==> config.mk <==
export PLATFORM = sky130hd
export DESIGN_NAME = uart_tx_arbiter
export DESIGN_NICKNAME = d
export VERILOG_FILES = /design/src/rtl/uart_tx_arbiter.sv
export SDC_FILE = /design/constraint.sdc
export NUM_CORES = 1
export LEC_CHECK = 0
export CAP_MARGIN = 20
export CORE_MARGIN = 3
export CORE_UTILIZATION = 40
export DETAILED_ROUTE_END_ITERATION = 10
export PLACE_DENSITY = 0.72
export REMOVE_ABC_BUFFERS = 1
export SLEW_MARGIN = 40
export SYNTH_ARGS = -nofsm -noshare
export SYNTH_HDL_FRONTEND = slang
export SYNTH_SLANG_ARGS = --single-unit
==> constraint.sdc <==
create_clock -name Clk -period 3.9 [get_ports Clk]
set_clock_uncertainty 0.05 [all_clocks]
set_input_delay 0.585 -clock Clk [delete_from_list [all_inputs] [get_ports Clk]]
set_output_delay 0.585 -clock Clk [all_outputs]
set_load 0.03 [all_outputs]
==> src/rtl/uart_tx_arbiter.sv <==
// Round-robin arbiter that shares one TxUart transmitter between N byte requesters.
// A requester keeps ownership across a multi-byte frame until it sends a byte flagged Last.
module uart_tx_arbiter #(
  parameter int N           = 4,
  parameter int TIMEOUT_CYC = 32768
) (
  input  logic           Clk,
  input  logic           Reset,
  input  logic [N-1:0]   Req,
  input  logic [8*N-1:0] ReqData,
  input  logic [N-1:0]   ReqLast,
  output logic [N-1:0]   Ack,
  output logic [N-1:0]   Grant,
  output logic           TxStart,
  output logic [7:0]     TxData,
  input  logic           TxDone,
  output logic           Busy,
  output logic           TimeoutErr
);

  localparam int             IW   = $clog2(N);
  localparam int             TW   = $clog2(TIMEOUT_CYC + 1);
  localparam logic [TW-1:0]  TMAX = TW'(TIMEOUT_CYC);
  localparam logic [IW-1:0]  LAST = IW'(N - 1);

  typedef enum logic [2:0] {
    S_IDLE, S_START, S_WAIT_DONE, S_WAIT_IDLE, S_ACK
  } state_e;

  state_e        state_q;
  logic [N-1:0]  ack_q, grant_q;
  logic          txstart_q, timeout_q, lock_q, last_q, done_prev_q;
  logic [7:0]    txdata_q;
  logic [IW-1:0] owner_q, rr_q;
  logic [TW-1:0] timer_q;

  logic          win_vld;
  logic [IW-1:0] win_idx, cand;
  logic [N-1:0]  win_oh;
  logic [7:0]    win_data;
  logic [TW-1:0] timer_inc;
  logic          timer_hit;

  // Scan from farthest to nearest so the requester closest after rr_q is assigned last.
  always_comb begin
    win_vld = 1'b0;
    win_idx = '0;
    cand    = '0;
    if (lock_q) begin
      win_vld = Req[owner_q];
      win_idx = owner_q;
    end else begin
      for (int k = N; k >= 1; k--) begin
        cand = (int'(rr_q) + k >= N) ? IW'(int'(rr_q) + k - N) : IW'(int'(rr_q) + k);
        if (Req[cand]) begin
          win_vld = 1'b1;
          win_idx = cand;
        end
      end
    end
  end

  assign win_oh    = N'(1) << win_idx;
  assign win_data  = ReqData[{win_idx, 3'b000} +: 8];
  assign timer_inc = (timer_q == TMAX) ? timer_q : timer_q + TW'(1);
  assign timer_hit = (timer_inc == TMAX);

  always_ff @(posedge Clk) begin
    if (Reset) begin
      state_q     <= S_IDLE;
      ack_q       <= '0;
      grant_q     <= '0;
      txstart_q   <= 1'b0;
      txdata_q    <= 8'h00;
      timeout_q   <= 1'b0;
      lock_q      <= 1'b0;
      last_q      <= 1'b0;
      done_prev_q <= 1'b0;
      owner_q     <= '0;
      rr_q        <= LAST;
      timer_q     <= '0;
    end else begin
      ack_q       <= '0;
      txstart_q   <= 1'b0;
      timeout_q   <= 1'b0;
      done_prev_q <= TxDone;
      case (state_q)
        S_IDLE: begin
          if (win_vld) begin
            grant_q   <= win_oh;
            txdata_q  <= win_data;
            last_q    <= ReqLast[win_idx];
            owner_q   <= win_idx;
            rr_q      <= win_idx;
            txstart_q <= 1'b1;
            state_q   <= S_START;
          end else if (lock_q) begin
            // Owner went silent mid-frame: release the lock so others are not starved.
            timer_q <= timer_inc;
            if (timer_hit) begin
              lock_q    <= 1'b0;
              grant_q   <= '0;
              timeout_q <= 1'b1;
              timer_q   <= '0;
            end
          end
        end
        S_START: begin
          timer_q <= '0;
          state_q <= S_WAIT_DONE;
        end
        S_WAIT_DONE: begin
          if (TxDone && !done_prev_q) begin
            state_q <= S_WAIT_IDLE;
          end else begin
            timer_q <= timer_inc;
            if (timer_hit) begin
              ack_q     <= grant_q;
              grant_q   <= '0;
              lock_q    <= 1'b0;
              timeout_q <= 1'b1;
              state_q   <= S_IDLE;
            end
          end
        end
        S_WAIT_IDLE: begin
          if (!TxDone) begin
            ack_q   <= grant_q;
            state_q <= S_ACK;
          end
        end
        S_ACK: begin
          lock_q  <= ~last_q;
          timer_q <= '0;
          if (last_q) grant_q <= '0;
          state_q <= S_IDLE;
        end
        default: state_q <= S_IDLE;
      endcase
    end
  end

  assign Ack        = ack_q;
  assign Grant      = grant_q;
  assign TxStart    = txstart_q;
  assign TxData     = txdata_q;
  assign TimeoutErr = timeout_q;
  assign Busy       = (state_q != S_IDLE) || lock_q;

endmodule
Word level (Yosys, flattened, before mapping)
Index checks and enable logic that the tools add are counted.

Bits in registers: 44. Input port bits: 43.

Shift-type cells: 2. Reductions and logical operators: 14. Eq/ne operators: 15. $add $sub $neg: 9. Muxes and demuxes: 59. Bitwise logic cells: 2. Order comparisons: 10.

Operators by type and width (count): 16-bit two-way mux (5); 16-bit case mux with 3 select lines (1); 16-bit == test, second input constant (2); 4-bit two-way mux (8); 32-bit by 6-bit variable part select with 8-bit output (1); 1-bit two-way mux (21); 2-bit by 3-bit less-than comparator with 1-bit output, second input constant (6); 2-bit two-way mux (9); 16-bit by 1-bit adder with 16-bit output, second input constant (1); 2-bit != test, second input constant (7); 1-bit binary-select mux with 2-bit select (6); 3-bit two-way mux (4); 3-bit case mux with 4 select lines (1); 4-bit case mux with 3 select lines (1); 4-bit AND reduction (3); 3-bit >= comparator, second input constant (3); 3-bit nonzero test (3); 4-bit case mux with 2 select lines (1); 2-bit by 1-bit subtractor with 2-bit output, second input constant (4); 2-bit by 2-bit adder with 3-bit output, second input constant (2); 3-bit by 2-bit == test with 1-bit output, second input constant (2); 3-bit != test, second input constant (2); 2-bit by 3-bit adder with 4-bit output, second input constant (1); 4-bit by 3-bit >= comparator with 1-bit output, second input constant (1); 14 further kinds (16).

Depth between registers and ports, before layout
Word-level depth: 13. Mapped depth: 11.

Least setup slack after synthesis
OpenSTA, ideal clock, no wires.

Kind: register to register. From: register timer_q[0]. To: register timer_q[13]. Clock period less this slack: 3269 ps. Buffers on the path: 2. Data required time: 3723 ps. Stages on the path, launching flop included: 12. Setup slack: 631 ps. Library setup time: 127 ps. Arrival: 3092 ps. Path through: dfxtp_1 clkbuf_1 inv_1 ha_1 or4b_1 or4_4 mux2_1 or4_1 a2111o_1 buf_6 a32oi_1 o31ai_1.

Word-level cells in the longest chain between the ends: 7. Elaborated cells between the ends (all ways): 9. Those cells by class: 1 x add/sub; 2 x eq/ne; 6 x mux.

Ends and longest elaborated chain: start: declaration (RTL line 35) `logic [TW-1:0] timer_q;`; start signal: assignment (RTL line 99) `timer_q <= timer_inc;`; start signal: assignment (RTL line 116) `timer_q <= timer_inc;`; 16-bit by 1-bit adder with 16-bit output / 16-bit == test (equally long branches) (RTL line 65) `assign timer_inc = (timer_q == TMAX) ? timer_q : timer_q + TW'(1);`; 16-bit two-way mux (*) (RTL line 65); 16-bit == test (RTL line 66) `assign timer_hit = (timer_inc == TMAX);`; 16-bit two-way mux (RTL line 100) `if (timer_hit) begin`; 16-bit two-way mux (RTL line 97) `end else if (lock_q) begin`; 16-bit two-way mux (RTL line 89) `if (win_vld) begin`; 16-bit case mux with 3 select lines (*) (RTL line 87) `case (state_q)`.

Mark *: on every way between the ends. The rest lies on a longest branch, timed or not. The select of a mux whose other input is x is not followed. A chain may end at the register's enable or synchronous reset.

Worst setup path after layout
From: register timer_q[1]. To: register timer_q[6].

The elaborated chain is that of the path after synthesis.

==> flow_summary.toml <==
[run_status]
outcome = "finished, final reports clean"

[logic_synthesis]
post-synth-top-area-fraction_pct = 31.2
synth_area_leaders = "sky130_fd_sc_hd__dfxtp_1, sky130_fd_sc_hd__nand2_1, sky130_fd_sc_hd__mux2i_1, sky130_fd_sc_hd__a21oi_1, sky130_fd_sc_hd__mux2_2"
synth_top_area_cell = "sky130_fd_sc_hd__dfxtp_1"
count_leader_synth = "sky130_fd_sc_hd__nand2_1"
post_synth_most_frequent_cells = "sky130_fd_sc_hd__nand2_1, sky130_fd_sc_hd__dfxtp_1, sky130_fd_sc_hd__a21oi_1, sky130_fd_sc_hd__nor2_1, sky130_fd_sc_hd__clkbuf_1"
synthesis.yosys.warnings = 0
synthFlopType = "sky130_fd_sc_hd__dfxtp_1"
synth_cells = 362
syn-cell-area_mm2 = 0.00282
synth-seq-cells = 44
asyncSetResetFlopFracSynth_pct = 0
ys_types = 61
synth_edf_count = 0
sequential_fraction_of_the_synthesis_area_pct = 31.2
syn_area_per_cell_um2 = 7.79

[finish]
post_layout_nonfiller_instances = 508
drive_gt1_share_pct = 8.92
antenna-diode-count = 0
num-fill-cells = 648
number_of_nets_in_the_finished_design = 459
areaGrowthSynthToFinish_pct = 28.6
utilization_pct = 54.9
combined_flip_flop_and_latch_cell_area_um2 = 881
area_used_by_multi_input_combinational_logic_mm2 = 0.00178

[detailed_routing]
drtAntennaViolNets = 0
detail_route.drc_violations = 0
dr.pass1.iters = 5
drt_iter0_markers = 279
detail_route.wl_per_cell_um = 14.5
post_drt_via_cell_ratio = 5.81
dr_total_vias = 2951
routed_wirelength_um = 7360

[clock_network]
htreeDepth = 2
numClockSinks = 44
cts_setup_buffers = 0
clock_insertion_delay_at_the_later_pin_of_the_skew_report_ns = 0.30
cts_inserted_buffers = 5
tritoncts_clock_tree = "yes"
holdBufCountCts = 0
cts-root-buf = "sky130_fd_sc_hd__clkbuf_8"
cts_resized = 0
clock_path_buffers = 2
clkTransAtPathRegs_ns = 0.09

[floorplanning]
core_mm2 = 0.00660
fp.dieArea_mm2 = 0.00809
die_h_um = 90.0
start_util_pct = 42.7
top_level_ports = 62
std_cell_rows = 29
die_width_um = 90.0

[power_and_ir_drop]
leakage_nw = 1.26
power_density_mw_per_mm2 = 402
ir_drop_mv = 0.164

[grt]
grt.total_usage_pct = 18.0
grt_remaining_overflow = 0
grt_pass1_wl_um = 12300
initial_antenna_violation_count = 0
number_of_global_route_vias_before_repair = 2739
largest_net_degree_at_the_start_of_global_routing = 30

[timing]
number_of_endpoints_failing_setup_at_the_final_stage = 0
period_share_pct = 89.2
relative_slew_slack_pct = 63.1
hold_viol_final = 0
final_critical_period_ns = 3.48
post-route-worst-setup-slack_ns = 0.421
worst_slew_pin_slew_ns = 0.551
max_freq_ghz = 0.287
grt_setup_unrepaired = "false"
final_sum_of_negative_setup_slack_ns = 0
timing.final.max_slew_violations = 0

[job]
max_cap_check_violation_count = 0

[setup_path]
worst_path_max_delay_cell = "sky130_fd_sc_hd__or4_4"
critical_path_peak_fanout = 11
end_kind = "flop"
critPathLaunchType = "flop"
critical_path.n_buffers_inverters = 1
critPathTopFamily = "simple AND/OR/NAND/NOR gates"
timing.critical_path.slowest_cell_delay_ns = 0.54
reg2reg_slack_ns = 0.42
setup.worst_path.class = "flop to flop"
worst_ep_arrival_time_ns = 3.61
crit_required_ns = 4.03
worstPathCellList = "inv_1, ha_1, or4b_1, or4_4, mux2_1, or4_1, a2111o_1, nand3b_1, o211ai_1"

[placed_design]
globalplace.congestion = 0.899
post-dp-hpwl_um = 5330
dp.cells = 500
place_ws_ns = 0.470
io_buffers = 61

[worst_hold_path]
hold_path_class = "flop to flop"
-- power breakdown --
group | leakage [nW] | internal, mW | switching (mW)
registers | 0.359 | 0.500 | 0.0537
logic | 0.846 | 0.247 | 0.295
clock network | 0.0548 | 0.193 | 0.170
-- worst reg2reg max path: cells and delay by family, from the launching register on --
family	cells	cell delay (ns)
adders and majority gates	1	0.18
buffers and inverters	1	0.15
AOI/OAI and AO/OA	2	0.47
DFF	1	0.38
muxes	1	0.34
and+or+nand+nor	4	1.79
-- worst paths after layout --
check,startpoint,end,depth (start not counted)
max,timer_q[1],timer_q[6],9
min reg2reg,Grant[2],Ack[2],2
max reg2reg,timer_q[1],timer_q[6],9
min,Grant[2],Ack[2],2
-- area by class of cell --
type	instances	share of cell area (%)
Clock inverter	3	1.28
Timing Repair Buffer	70	18.7
Tap cell	93	3.21
Clock buffer	5	1.90
Sequential cell	44	24.3
Inverter	16	1.66
Multi-Input combinational cell	277	49.0
-- cells by family after synthesis --
kind of cell,after synthesis,synth area share [%]
AOI/OAI and AO/OA,105,25.3
buffers and inverters,41,5.95
xor gates and xnor gates,3,0.932
muxes,23,9.05
DFF,44,31.2
adders and majority gates,3,1.24
and+or+nand+nor,143,26.3
-- per-layer routing --
layer / wire [um] / share of wire [%] / track usage [%]
met1: 3070 / 42 / 21.4
met2: 3330 / 45 / 29.9
met3: 856 / 12 / 7.26
met4: 108 / 1.5 / 5.23
met5: 0 / 0 / 0
-- sequential cells by signal, summed over array words and instances (netlist names) --
signal / cells
lock_q: 1
done_prev_q: 1
TimeoutErr: 1
timer_q: 16
TxData: 8
owner_q: 2
TxStart: 1
last_q: 1
rr_q: 2
Ack: 4
Grant: 4
state_q: 3
-- placed cells by master (no fill, tap or decap), drive strengths merged, types with 4 or more instances in the layout --
cell type,netlist,layout
clkdlybuf4s50,0,61
nand2,46,46
dfxtp,44,44
nor2,22,22
a21oi,22,22
o21ai,17,17
inv,15,16
nand3,14,14
mux2i,12,12
o211ai,12,12
mux2,10,10
nor3,9,9
a32oi,9,9
buf,3,9
a31oi,8,8
nand2b,7,7
o31ai,6,6
a21o,6,6
nand4,5,5
or3,5,5
nor4,5,5
nor2b,5,5
clkbuf,22,5
nand3b,4,4
and2,4,4
or4b,4,4
-- through the flow --
stage,hold slack [ns],area [um^2],power [mW]
CTS,0.399,3620,1.47
detailed placement,0.389,3510,1.10
floorplan,0.394,2710,0.901
global placement,0.389,3510,1.10
global route,0.435,3630,1.55
finish,0.392,3630,1.46
Power figures use the tool's default switching activity.
